### src/rtl/mux_rr_arbiter_pkg.sv
// Shared definitions for the round-robin mux arbiter: state codes and the
// rotating priority pick used to choose the next channel owner.
package mux_rr_arbiter_pkg;

  // Arbiter state codes, kept as plain constants for compatibility with
  // the legacy include they replace.
  localparam logic [0:0] ST_IDLE  = 1'b0;
  localparam logic [0:0] ST_GRANT = 1'b1;

  // Result of a round-robin search.
  typedef struct packed {
    logic       found;
    logic [1:0] idx;
  } pick_t;

  // Rotate req so that bit ptr lands at position 0, take the lowest set bit,
  // then map the winner back to its absolute requester index.
  function automatic pick_t rr_pick(input logic [3:0] req, input logic [1:0] ptr);
    logic [7:0] dbl;
    logic [3:0] rot;
    pick_t      res;
    dbl = {req, req} >> ptr;
    rot = dbl[3:0];
    res = '0;
    // Scan from the far end down so the bit closest to ptr wins.
    for (int unsigned k = 4; k > 0; k--) begin
      if (rot[k-1]) begin
        res.found = 1'b1;
        res.idx   = ptr + 2'(k - 1);
      end
    end
    return res;
  endfunction

  // One-hot grant vector for an owner index.
  function automatic logic [3:0] onehot4(input logic [1:0] idx);
    return 4'b0001 << idx;
  endfunction

endpackage

### src/rtl/mux_rr_arbiter_mux.sv
// Existing 4:1 single-bit multiplexer; the arbiter drives its select.
module DUT_multiplexer (
  input  logic [3:0] i,
  input  logic [1:0] s,
  output logic       out
);

  // Pass through the selected input bit.
  always_comb begin
    out = i[s];
  end

endmodule

### src/rtl/mux_rr_arbiter.sv
// Round-robin arbiter sharing one 1-bit 4:1 mux channel among four
// requesters. An owner keeps the channel for at most BURST_LEN cycles or
// until it drops its request; the next owner is then searched starting one
// past the previous owner, with no idle cycle between owners.
module mux_rr_arbiter
  import mux_rr_arbiter_pkg::*;
#(
  parameter int unsigned BURST_LEN = 4,
  parameter int unsigned CNT_W     = 3
) (
  input  logic       clk,
  input  logic       rst,
  input  logic [3:0] req,
  input  logic [3:0] i,
  output logic [3:0] gnt,
  output logic [1:0] s,
  output logic       out,
  output logic       out_valid
);

  logic [0:0]       state_q, state_d;
  logic [1:0]       ptr_q,   ptr_d;
  logic [CNT_W-1:0] cnt_q,   cnt_d;
  logic [3:0]       gnt_q,   gnt_d;
  logic [1:0]       s_q,     s_d;

  pick_t            pick;
  logic             release_own;

  // Next-state logic: idle arbitration, burst counting and handover.
  always_comb begin
    state_d     = state_q;
    ptr_d       = ptr_q;
    cnt_d       = cnt_q;
    gnt_d       = gnt_q;
    s_d         = s_q;
    pick        = '0;
    release_own = 1'b0;

    if (state_q == ST_IDLE) begin
      pick = rr_pick(req, ptr_q);
      if (pick.found) begin
        state_d = ST_GRANT;
        s_d     = pick.idx;
        gnt_d   = onehot4(pick.idx);
        cnt_d   = '0;
      end
    end else begin
      release_own = ~req[s_q] | (cnt_q == CNT_W'(BURST_LEN - 1));
      if (!release_own) begin
        cnt_d = cnt_q + CNT_W'(1);
      end else begin
        // Pointer advance and re-arbitration share one edge: the search uses
        // the advanced pointer so the outgoing owner is considered last.
        ptr_d = s_q + 2'd1;
        pick  = rr_pick(req, s_q + 2'd1);
        cnt_d = '0;
        if (pick.found) begin
          s_d   = pick.idx;
          gnt_d = onehot4(pick.idx);
        end else begin
          state_d = ST_IDLE;
          gnt_d   = '0;
        end
      end
    end
  end

  // State registers with asynchronous reset.
  always_ff @(posedge clk or posedge rst) begin
    if (rst) begin
      state_q <= ST_IDLE;
      ptr_q   <= '0;
      cnt_q   <= '0;
      gnt_q   <= '0;
      s_q     <= '0;
    end else begin
      state_q <= state_d;
      ptr_q   <= ptr_d;
      cnt_q   <= cnt_d;
      gnt_q   <= gnt_d;
      s_q     <= s_d;
    end
  end

  // Channel is valid only while an owner holds it and still requests.
  always_comb begin
    gnt       = gnt_q;
    s         = s_q;
    out_valid = (state_q == ST_GRANT) & req[s_q];
  end

  DUT_multiplexer u_mux (
    .i   (i),
    .s   (s),
    .out (out)
  );

endmodule

### config.mk
export PLATFORM = sky130hd
export DESIGN_NAME = mux_rr_arbiter
export DESIGN_NICKNAME = d
export VERILOG_FILES = /design/src/rtl/mux_rr_arbiter_pkg.sv /design/src/rtl/mux_rr_arbiter_mux.sv /design/src/rtl/mux_rr_arbiter.sv
export SDC_FILE = /design/constraint.sdc
export NUM_CORES = 1
export LEC_CHECK = 0
export CAP_MARGIN = 20
export CORE_MARGIN = 4
export CORE_UTILIZATION = 52
export CTS_BUF_LIST = sky130_fd_sc_hd__clkbuf_8
export DETAILED_ROUTE_END_ITERATION = 7
export GPL_ROUTABILITY_DRIVEN = 0
export PLACE_DENSITY = 0.93
export SLEW_MARGIN = 20
export SYNTH_ARGS = -nofsm -noshare
export SYNTH_HDL_FRONTEND = slang
export SYNTH_SLANG_ARGS = --single-unit
### constraint.sdc
create_clock -name clk -period 2.1 [get_ports clk]
set_input_delay 0.42 -clock clk [delete_from_list [all_inputs] [get_ports clk]]
set_output_delay 0.42 -clock clk [all_outputs]
set_load 0.03 [all_outputs]
==> results of run 1 <==
cell type report:
type / instances / area, um2
multi-input cells: 71 / 497
fillers: 107 / 360
flip-flops and latches: 12 / 300
repair buffers: 30 / 273
clock buffers: 4 / 55.1
well taps: 16 / 20.0
inverters: 5 / 18.8
cell usage in the layout, fill, tap and decap left out, drive strengths merged:
master         instances
nand3b                 1
clkdlybuf4s50         13
o21ai                  4
a311o                  2
nand4                  2
a31oi                  7
and2b                  2
a21oi                  7
o22ai                  4
a21o                   2
nor4                   1
dlymetal6s2s           2
xnor2                  1
mux4                   2
or3b                   1
o211ai                 2
and2                   2
o32ai                  2
nand3                  3
nor2                   3
ha                     2
nand2b                 4
or4                    2
a2bb2oi                1
clkbuf                 4
dfrtp                 12
inv                    5
a31o                   1
mux2i                  2
o32a                   1
and3b                  1
nand2                  9
buf                   15
report_power, final:
part / switching [mW] / internal [mW]
Clock: 0.0897 / 0.166
Sequential: 0.0826 / 0.334
Combinational: 0.550 / 0.470
Total: 0.722 / 0.969
timing repair:
| item | in CTS | in global routing |
|---|---|---|
| setup endpoints to repair | 2 | 4 |
| hold buffers | 0 | 0 |
| pin swaps | 0 | 2 |
| cloned | 0 | 0 |
| gates resized for setup | 11 | 6 |
path summary, 6_finish.rpt:
| path | start | end | slack (ps) | cells past startpoint |
|---|---|---|---|---|
| worst max-delay path | req[1] | gnt[2]$_DFFE_PP0P_ | 30 | 6 |
| min in group clk | cnt_q[0]$_DFFE_PP0P_ | cnt_q[0]$_DFFE_PP0P_ | 520 | 1 |
| worst min-delay path | rst | ptr_q[1]$_DFFE_PP0P_ | 490 | 2 |
| worst max register to register | s[1]$_DFFE_PP0P_ | gnt[0]$_DFFE_PP0P_ | 240 | 5 |
| worst min register to register | cnt_q[0]$_DFFE_PP0P_ | cnt_q[0]$_DFFE_PP0P_ | 520 | 1 |
| max in group asynchronous | rst | s[0]$_DFFE_PP0P_ | 1300 | 2 |
kinds of logic (layout without fill, tap and decap cells):
family                     Yosys count  in the layout  share of synthesized area (%)
buffers and inverters               10             39                           6.18
xor gates and xnor gates             1              1                           1.03
muxes                                4              4                           8.53
DFF                                 12             12                           35.3
adders and majority gates            2              2                           2.94
and+or+nand+nor                     31             31                           20.3
AOI/OAI and AO/OA                   33             33                           25.7
worst max-delay path, stage by stage:
cell and delay, ps:
sky130_fd_sc_hd__clkdlybuf4s50_1 420, sky130_fd_sc_hd__buf_4 170, sky130_fd_sc_hd__or3b_2 490, sky130_fd_sc_hd__a31o_2 260, sky130_fd_sc_hd__a311o_1 300, sky130_fd_sc_hd__a31oi_1 180
state kept, by name (all words and copies together) (netlist names):
register	count
state_q	1
cnt_q	3
ptr_q	2
gnt	4
s	2
routing by layer:
layer,global-route usage [%],wire [um],vias up
met2,34.8,1170,69
li1,-,-,417
met3,3.99,223,14
met5,0,0,-
met4,14.8,94,0
met1,25.5,942,427
stage by stage:
step / area, um2 / hold WS, ps / utilization, % / power (mW) / cells
5_1_grt: 1160 / 555 / 76.4 / 1.80 / 138
2_1_floorplan: 851 / 285 / - / 1.07 / 93
4_1_cts: 1160 / 510 / 75.9 / 1.68 / 138
6_report: 1160 / 489 / 76.4 / 1.69 / 138
3_5_place_dp: 1100 / 503 / 72.5 / 1.40 / 134
3_3_place_gp: 1100 / 491 / 72.5 / 1.36 / 134
==> results_dict.tcl, run 1 <==
set metrics [dict create \
    worstMarginPinSlew_ps 461 \
    ant_nets 0 \
    power.static_leakage_nw 0.519 \
    min_period_over_period_pct 98.7 \
    core_area_um2 1520 \
    ir_drop_mv 0.913 \
    via_count 927 \
    report.final.setup_viol 0 \
    first_iter_violations 57 \
    synth_nets 105 \
    final-hold-violation-count 0 \
    yosysMostFrequentCell "sky130_fd_sc_hd__dfrtp_1" \
    timing.setup.critical_path_class "primary input to flip-flop" \
    syn-cell-area_um2 851 \
    drt-vias-per-instance 6.72 \
    grt_setup_unrepaired "false" \
    routedWlPerCell_um 17.6 \
    synth-async-reset-ratio_pct 100 \
    run_status "finished clean" \
    drive_above_1_share_pct 19.7 \
    synthToLayoutAreaGrowth_pct 36.8 \
    cts.path.max_buffers 2 \
    num_io_pins 18 \
    start_util_pct 55.8 \
    num-nets-final 135 \
    sink_count_of_the_clock_tree 12 \
    grt_overflow 0 \
    clk-insertion-delay-late_ps 240 \
    worstPathArrival_ps 2230 \
    critical_path_required_ps 2260 \
    clock.fmax_mhz 483 \
    layout_min_cycle_time_ps 2070 \
    endpoint_kind "flip-flop" \
    yosys.cell_types.count 32 \
    pre_cts_setup_slack_ps -474 \
    ys_ff_latch 12 \
    synth_flop_cell "sky130_fd_sc_hd__dfrtp_1" \
    grt_first_pass_wirelength_mm 4.07 \
    netlist_top_cells_area "sky130_fd_sc_hd__dfrtp_1 35%, sky130_fd_sc_hd__mux4_1 6.2%, sky130_fd_sc_hd__a31oi_1 5.1%" \
    final-max-slew-violation-count 0 \
    worstPathMaxFanout 7 \
    drt_first_pass_iters 4 \
    finalWorstSetupSlack_ps 28.1 \
    timing.max_slew.rel_slack_pct 69.2 \
    cts_tree "built" \
    grt_usage_pct 21.5 \
    yosysTopAreaCell "sky130_fd_sc_hd__dfrtp_1" \
    worst_setup_hold_path_clk_slew_ps 50 \
    syn_inst 93 \
    yosysWarningCount 0 \
    cts.repair_timing.setup_buffer_count 0 \
    totalWireLength_mm 2.43 \
    timing.setup.tns_ps 0 \
    worst_clock_skew_ps 0.487 \
    io_buffer_count 17 \
    syn-mean-instance-area_um2 9.15 \
    commonest_cells_in_the_netlist "12 x sky130_fd_sc_hd__dfrtp_1, 9 x sky130_fd_sc_hd__nand2_1, 7 x sky130_fd_sc_hd__a21oi_1, 7 x sky130_fd_sc_hd__a31oi_1, 5 x sky130_fd_sc_hd__inv_1" \
    netlist.area_leader.share_pct 35.3 \
    die_x_um 48.5 \
    grt_start_max_net_pins 14 \
    std_cell_rows 14 \
    place_hpwl_mm 1.71 \
    antenna_found_initial 0 \
    power_density_nw_per_um2 1450 \
    synth-edff-count 0 \
    drc_errors 0 \
    first_global_vias 909 \
    antenna_cells 0 \
    synth-seq-area-share_pct 35.3 \
    dieHeight_um 48.5 \
    die_area_um2 2350 \
    max-cap-violations 0 \
    cts_inserted_buffers 3 \
    launching_element_type_of_the_critical_path "primary input" \
    clock-root-buffer "sky130_fd_sc_hd__clkbuf_8" \
    clock_tree.htree_level_count 1 \
    min_path_type "primary input to asynchronous set/reset pin" \
]
No activity file was read; power rests on OpenSTA's default activity.
==> run 2, diff against run 1 <==
--- a/config.mk
+++ b/config.mk
@@ -16,3 +16,4 @@
 export SYNTH_ARGS = -nofsm -noshare
 export SYNTH_HDL_FRONTEND = slang
 export SYNTH_SLANG_ARGS = --single-unit
+export TNS_END_PERCENT = 100
==> results of run 2 <==
No change in the layout: final DEF, timing and power equal those of run 1.
==> run 3, diff against run 2 <==
--- a/config.mk
+++ b/config.mk
@@ -9,6 +9,7 @@
 export CORE_MARGIN = 4
 export CORE_UTILIZATION = 52
 export CTS_BUF_LIST = sky130_fd_sc_hd__clkbuf_8
+export CTS_CLUSTER_DIAMETER = 120
 export DETAILED_ROUTE_END_ITERATION = 7
 export GPL_ROUTABILITY_DRIVEN = 0
 export PLACE_DENSITY = 0.93
==> results of run 3 <==
No change in the layout: final DEF, timing and power equal those of run 1.
==> edit 1 (settings of run 1) <==
Change the parameter `CNT_W` from 3 to 5.
--- a/src/rtl/mux_rr_arbiter.sv
+++ b/src/rtl/mux_rr_arbiter.sv
@@ -7,5 +7,5 @@
 #(
   parameter int unsigned BURST_LEN = 4,
-  parameter int unsigned CNT_W     = 3
+  parameter int unsigned CNT_W     = 5
 ) (
   input  logic       clk,
Formal check against the unedited RTL: same outputs for any inputs over 10 cycles, from zero or initial values and one cycle with rst high; that may be too few to reach the edited logic, so the function may still have changed.
==> edit 1 against run 1 <==
The flow now finishes with violations (negative setup slack). Area after synthesis grew 15%. Sequential cell count grew 2. Synthesized cell count shrank 2.2%. Design area grew 13%. Count of clock-buffer cells in the layout is the same. Routed wire length shrank 1.9%. Total power grew 5.5%. Setup slack lost 0.041 ns. Global-route usage shrank 1.7 points. Clock power grew 6%. Largest power group unchanged.
==> edit 1: results (changes against run 1) <==
stage;metric;value;unit;change
outcome;status;finished with violations;;
outcome;failed_checks;negative setup slack;;
power_and_ir_drop;leakagePower;0.616;nW;+19%
global_routing;grt_pass1_wl;3.81;mm;-6.5%
yosys;synth_nets;102;;-2.9%
sta;worstMarginPinSlew;0.537;ns;+0.0758 ns
yosys;synth_fa_ha_area_share;1.28;%;-1.7 points
critical_path;slowest_stage;mux4_2;;
detailed_routing;wl_met1;982;um;+4.2%
global_routing;grt_max_degree;15;;+1
detailed_routing;wl_per_cell;16.1;um;-8.5%
critical_path;path_max_fanout;3;;-4
sta;fin_skew;0.00766;ns;+0.00717 ns
global_routing;grtUsageMet3;6.41;%;+2.4 points
detailed_routing;wl_met2;1.24;mm;+6.2%
global_routing;grt_use_met1;22.7;%;-2.8 points
yosys;synth_mux_area_share;15.2;%;+6.6 points
place;dp_hpwl;1.72;mm;+0.61%
layout;largest_reg_flops;5;;+1
layout;layout-drive-gt1-share;32.5;%;+13 points
sta;setup-violations-final;1;;+1
global_routing;gr-usage-all-layers;19.8;%;-1.7 points
detailed_routing;drt-initial-drc-count;15;;-74%
sta;setup_slack;-0.0130;ns;-0.0411 ns
yosys;synthXorXnorAreaFrac;1.79;%;+0.76 points
power_and_ir_drop;vdd_ir_drop_max;829;uV;-9.2%
global_routing;grt.met2_usage;34.7;%;-0.037 points
edit 1: cell count changes after synthesis, sizes merged, moves of 3 or more:
cell / run 1 / this run
nand2: 9 / 2
mux2: 0 / 7
nor2: 3 / 9
o22ai: 4 / 0
a31oi: 7 / 0
a22o: 0 / 3
edit 1: worst max-delay path: cells and delay by family:
| kind | cells | cell delay, ns |
|---|---|---|
| muxes | 1 | 0.54 |
| buffers and inverters | 3 | 0.62 |
| and+or+nand+nor | 1 | 0.10 |
edit 1: final timing paths:
kind	start	endpoint	slack [ns]	depth (start not counted)
worst max-delay path	req[3]	out_valid	-0.01	5
worst min register to register	cnt_q[4]	cnt_q[4]	0.49	1
worst max register to register	s[0]	s[1]	0.26	6
min in group asynchronous	rst	state_q	0.50	2
worst min-delay path	cnt_q[4]	cnt_q[4]	0.49	1
max in group asynchronous	rst	cnt_q[2]	1.23	2
edit 1: stage by stage:
step	instance area (um2)	cells	worst slack [ns]	power, W
2_1_floorplan	981	91	0.138	0.00117
3_3_place_gp	1250	144	-0.401	0.00144
3_5_place_dp	1250	144	-0.417	0.00149
4_1_cts	1310	148	-0.126	0.00176
5_1_grt	1320	148	-0.0515	0.00188
6_report	1320	148	-0.0130	0.00178
edit 1: repair_timing:
| action | in CTS | in global routing |
|---|---|---|
| resized for setup | 4 | 8 |
| endpoints found under the setup margin | 2 | 6 |
| cloned | 0 | 0 |
| hold endpoints to repair | 0 | 0 |
edit 1: final cells by class:
cell class / count / area (um2) / area share [%]
well taps: 25 / 31.3 / 2.37
flip-flops and latches: 14 / 350 / 26.5
repair buffers: 31 / 265 / 20.1
clock buffers: 4 / 55.1 / 4.17
inverters: 7 / 26.3 / 1.99
multi-input cells: 67 / 592 / 44.8
==> edit 2 (flow settings as in run 1) <==
Without the edit above. Make the reset (`rst`) synchronous in one clocked block. Comments in the files are not updated.
--- a/src/rtl/mux_rr_arbiter.sv
+++ b/src/rtl/mux_rr_arbiter.sv
@@ -68,5 +68,5 @@
 
   // State registers with asynchronous reset.
-  always_ff @(posedge clk or posedge rst) begin
+  always_ff @(posedge clk) begin
     if (rst) begin
       state_q <= ST_IDLE;
Check against the original RTL: differs if rst is asserted again (counterexample within 4 cycles, from zero or initial values and one cycle with rst high); with rst held inactive, the same outputs for 10 cycles.
==> edit 2 against run 1 <==
Clock skew is 0.0046 ns higher. Highest routed layer unchanged. Via count is 0.86% lower. Utilization is 1.6 points higher. Critical path depth is 2 lower. Area after synthesis is 1.3% higher. Routed wire length is 5.7% lower. Sequential cell count stayed put. Design area is 3.3% higher. Setup slack worse by 0.023 ns.
Power is not compared: it rests on default switching activity, and its combinational part moved more than twofold at a synthesized area within 25%.
==> edit 2: results (changes against run 1) <==
stage;metric;value;unit;change
critical_path;worstReg2RegEnd;gnt[2];;
yosys;synth_cell_types;45;;+41%
outcome;status;finished clean;;
place;dp_hpwl;1.73;mm;+0.82%
yosys;yosys-top-cells-count;nor2_1 (16), dfxtp_1 (12), nor2b_1 (7), o21ai_0 (6), a21oi_1 (5);;
global_routing;gr-usage-all-layers;21.1;%;-0.44 points
yosys;syn_inst;102;;+9.7%
yosys;synth_most_common_cell;nor2_1;;
cts;cts_root_buf;clkbuf_8;;
sta;worstMarginPinSlew;0.517;ns;+0.0558 ns
detailed_routing;drt-initial-drc-count;48;;-16%
critical_path;critPathArrivalTime;1.68;ns;-0.55 ns
worst_hold_path;min_path_type;reg -> reg;;
global_routing;grt_pass1_vias;949;;+4.4%
sta;hold_ws;0.496;ns;+0.00679 ns
layout;layout-drive-gt1-share;24.4;%;+4.8 points
sta;fin_skew;0.00505;ns;+0.00457 ns
detailed_routing;vias;919;;-0.86%
detailed_routing;wl;2.29;mm;-5.7%
yosys;synth.area.top_cells;dfxtp_1 (28%), nor2_1 (7.0%), nor2b_1 (5.1%), o21ai_0 (3.5%), mux4_1 (3.0%);;
global_routing;grt_pass1_wl;3.99;mm;-2.0%
yosys;ys_seq_area_share;27.9;%;-7.4 points
detailed_routing;via_per_inst;6.09;;-9.4%
yosys;yosys_most_used_dff;dfxtp_1;;
yosys;synth_nets;114;;+8.6%
-- edit 2: worst max path at each step --
stage	cells after the start	endpoint	start	slack, ns
after floorplan	5	s[0]	s[0]	0.17
after global placement	4	out_valid	req[3]	-0.44
after detailed placement	4	out_valid	req[3]	-0.47
after CTS	4	out_valid	req[3]	-0.16
after global routing	4	out_valid	req[0]	-0.01
final	4	out_valid	req[2]	0.005
-- edit 2: layer usage --
metal	vias up	global-route usage (%)	wire length, um
met5	-	0	0
met3	13	5.83	160
met2	40	37.0	1160
li1	438	-	-
met4	0	9.42	77
met1	428	23.3	891
-- edit 2: layout make-up --
type                       instances  area, um2
fill                             105        339
inverter                           4       15.0
multi-input combinational         79        561
timing repair buffer              36        312
sequential                        12        240
tap                               16       20.0
clock buffer                       4       55.1
-- edit 2: power groups by stage --
stage / clock network, W / logic (W) / registers (W)
2_1_floorplan: 0 / 0.000179 / 0.000302
3_3_place_gp: 0 / 0.000325 / 0.000273
3_5_place_dp: 0 / 0.000337 / 0.000275
4_1_cts: 0.000258 / 0.000337 / 0.000270
5_1_grt: 0.000272 / 0.000372 / 0.000275
6_report: 0.000254 / 0.000344 / 0.000271
-- edit 2: logic make-up after synthesis --
group	Yosys count	synth area share, %
flip-flops	12	27.9
XOR/XNOR	1	1.02
buffers and inverters	11	7.26
multiplexers	3	6.82
AO/OA/AOI/OAI	32	26.3
adder cells (fa/ha/maj)	2	2.90
AND/OR/NAND/NOR	41	27.9
-- edit 2: repair_timing --
item                                    in CTS  in global routing
resized for setup                            4                 10
pin swaps                                    0                  1
endpoints found under the setup margin       2                  5
setup buffers                                0                  1
-- edit 2: critical path, stage by stage --
cell and delay, ns:
clkdlybuf4s50_1 0.41, mux4_2 0.49, and2_2 0.22, buf_6 0.13
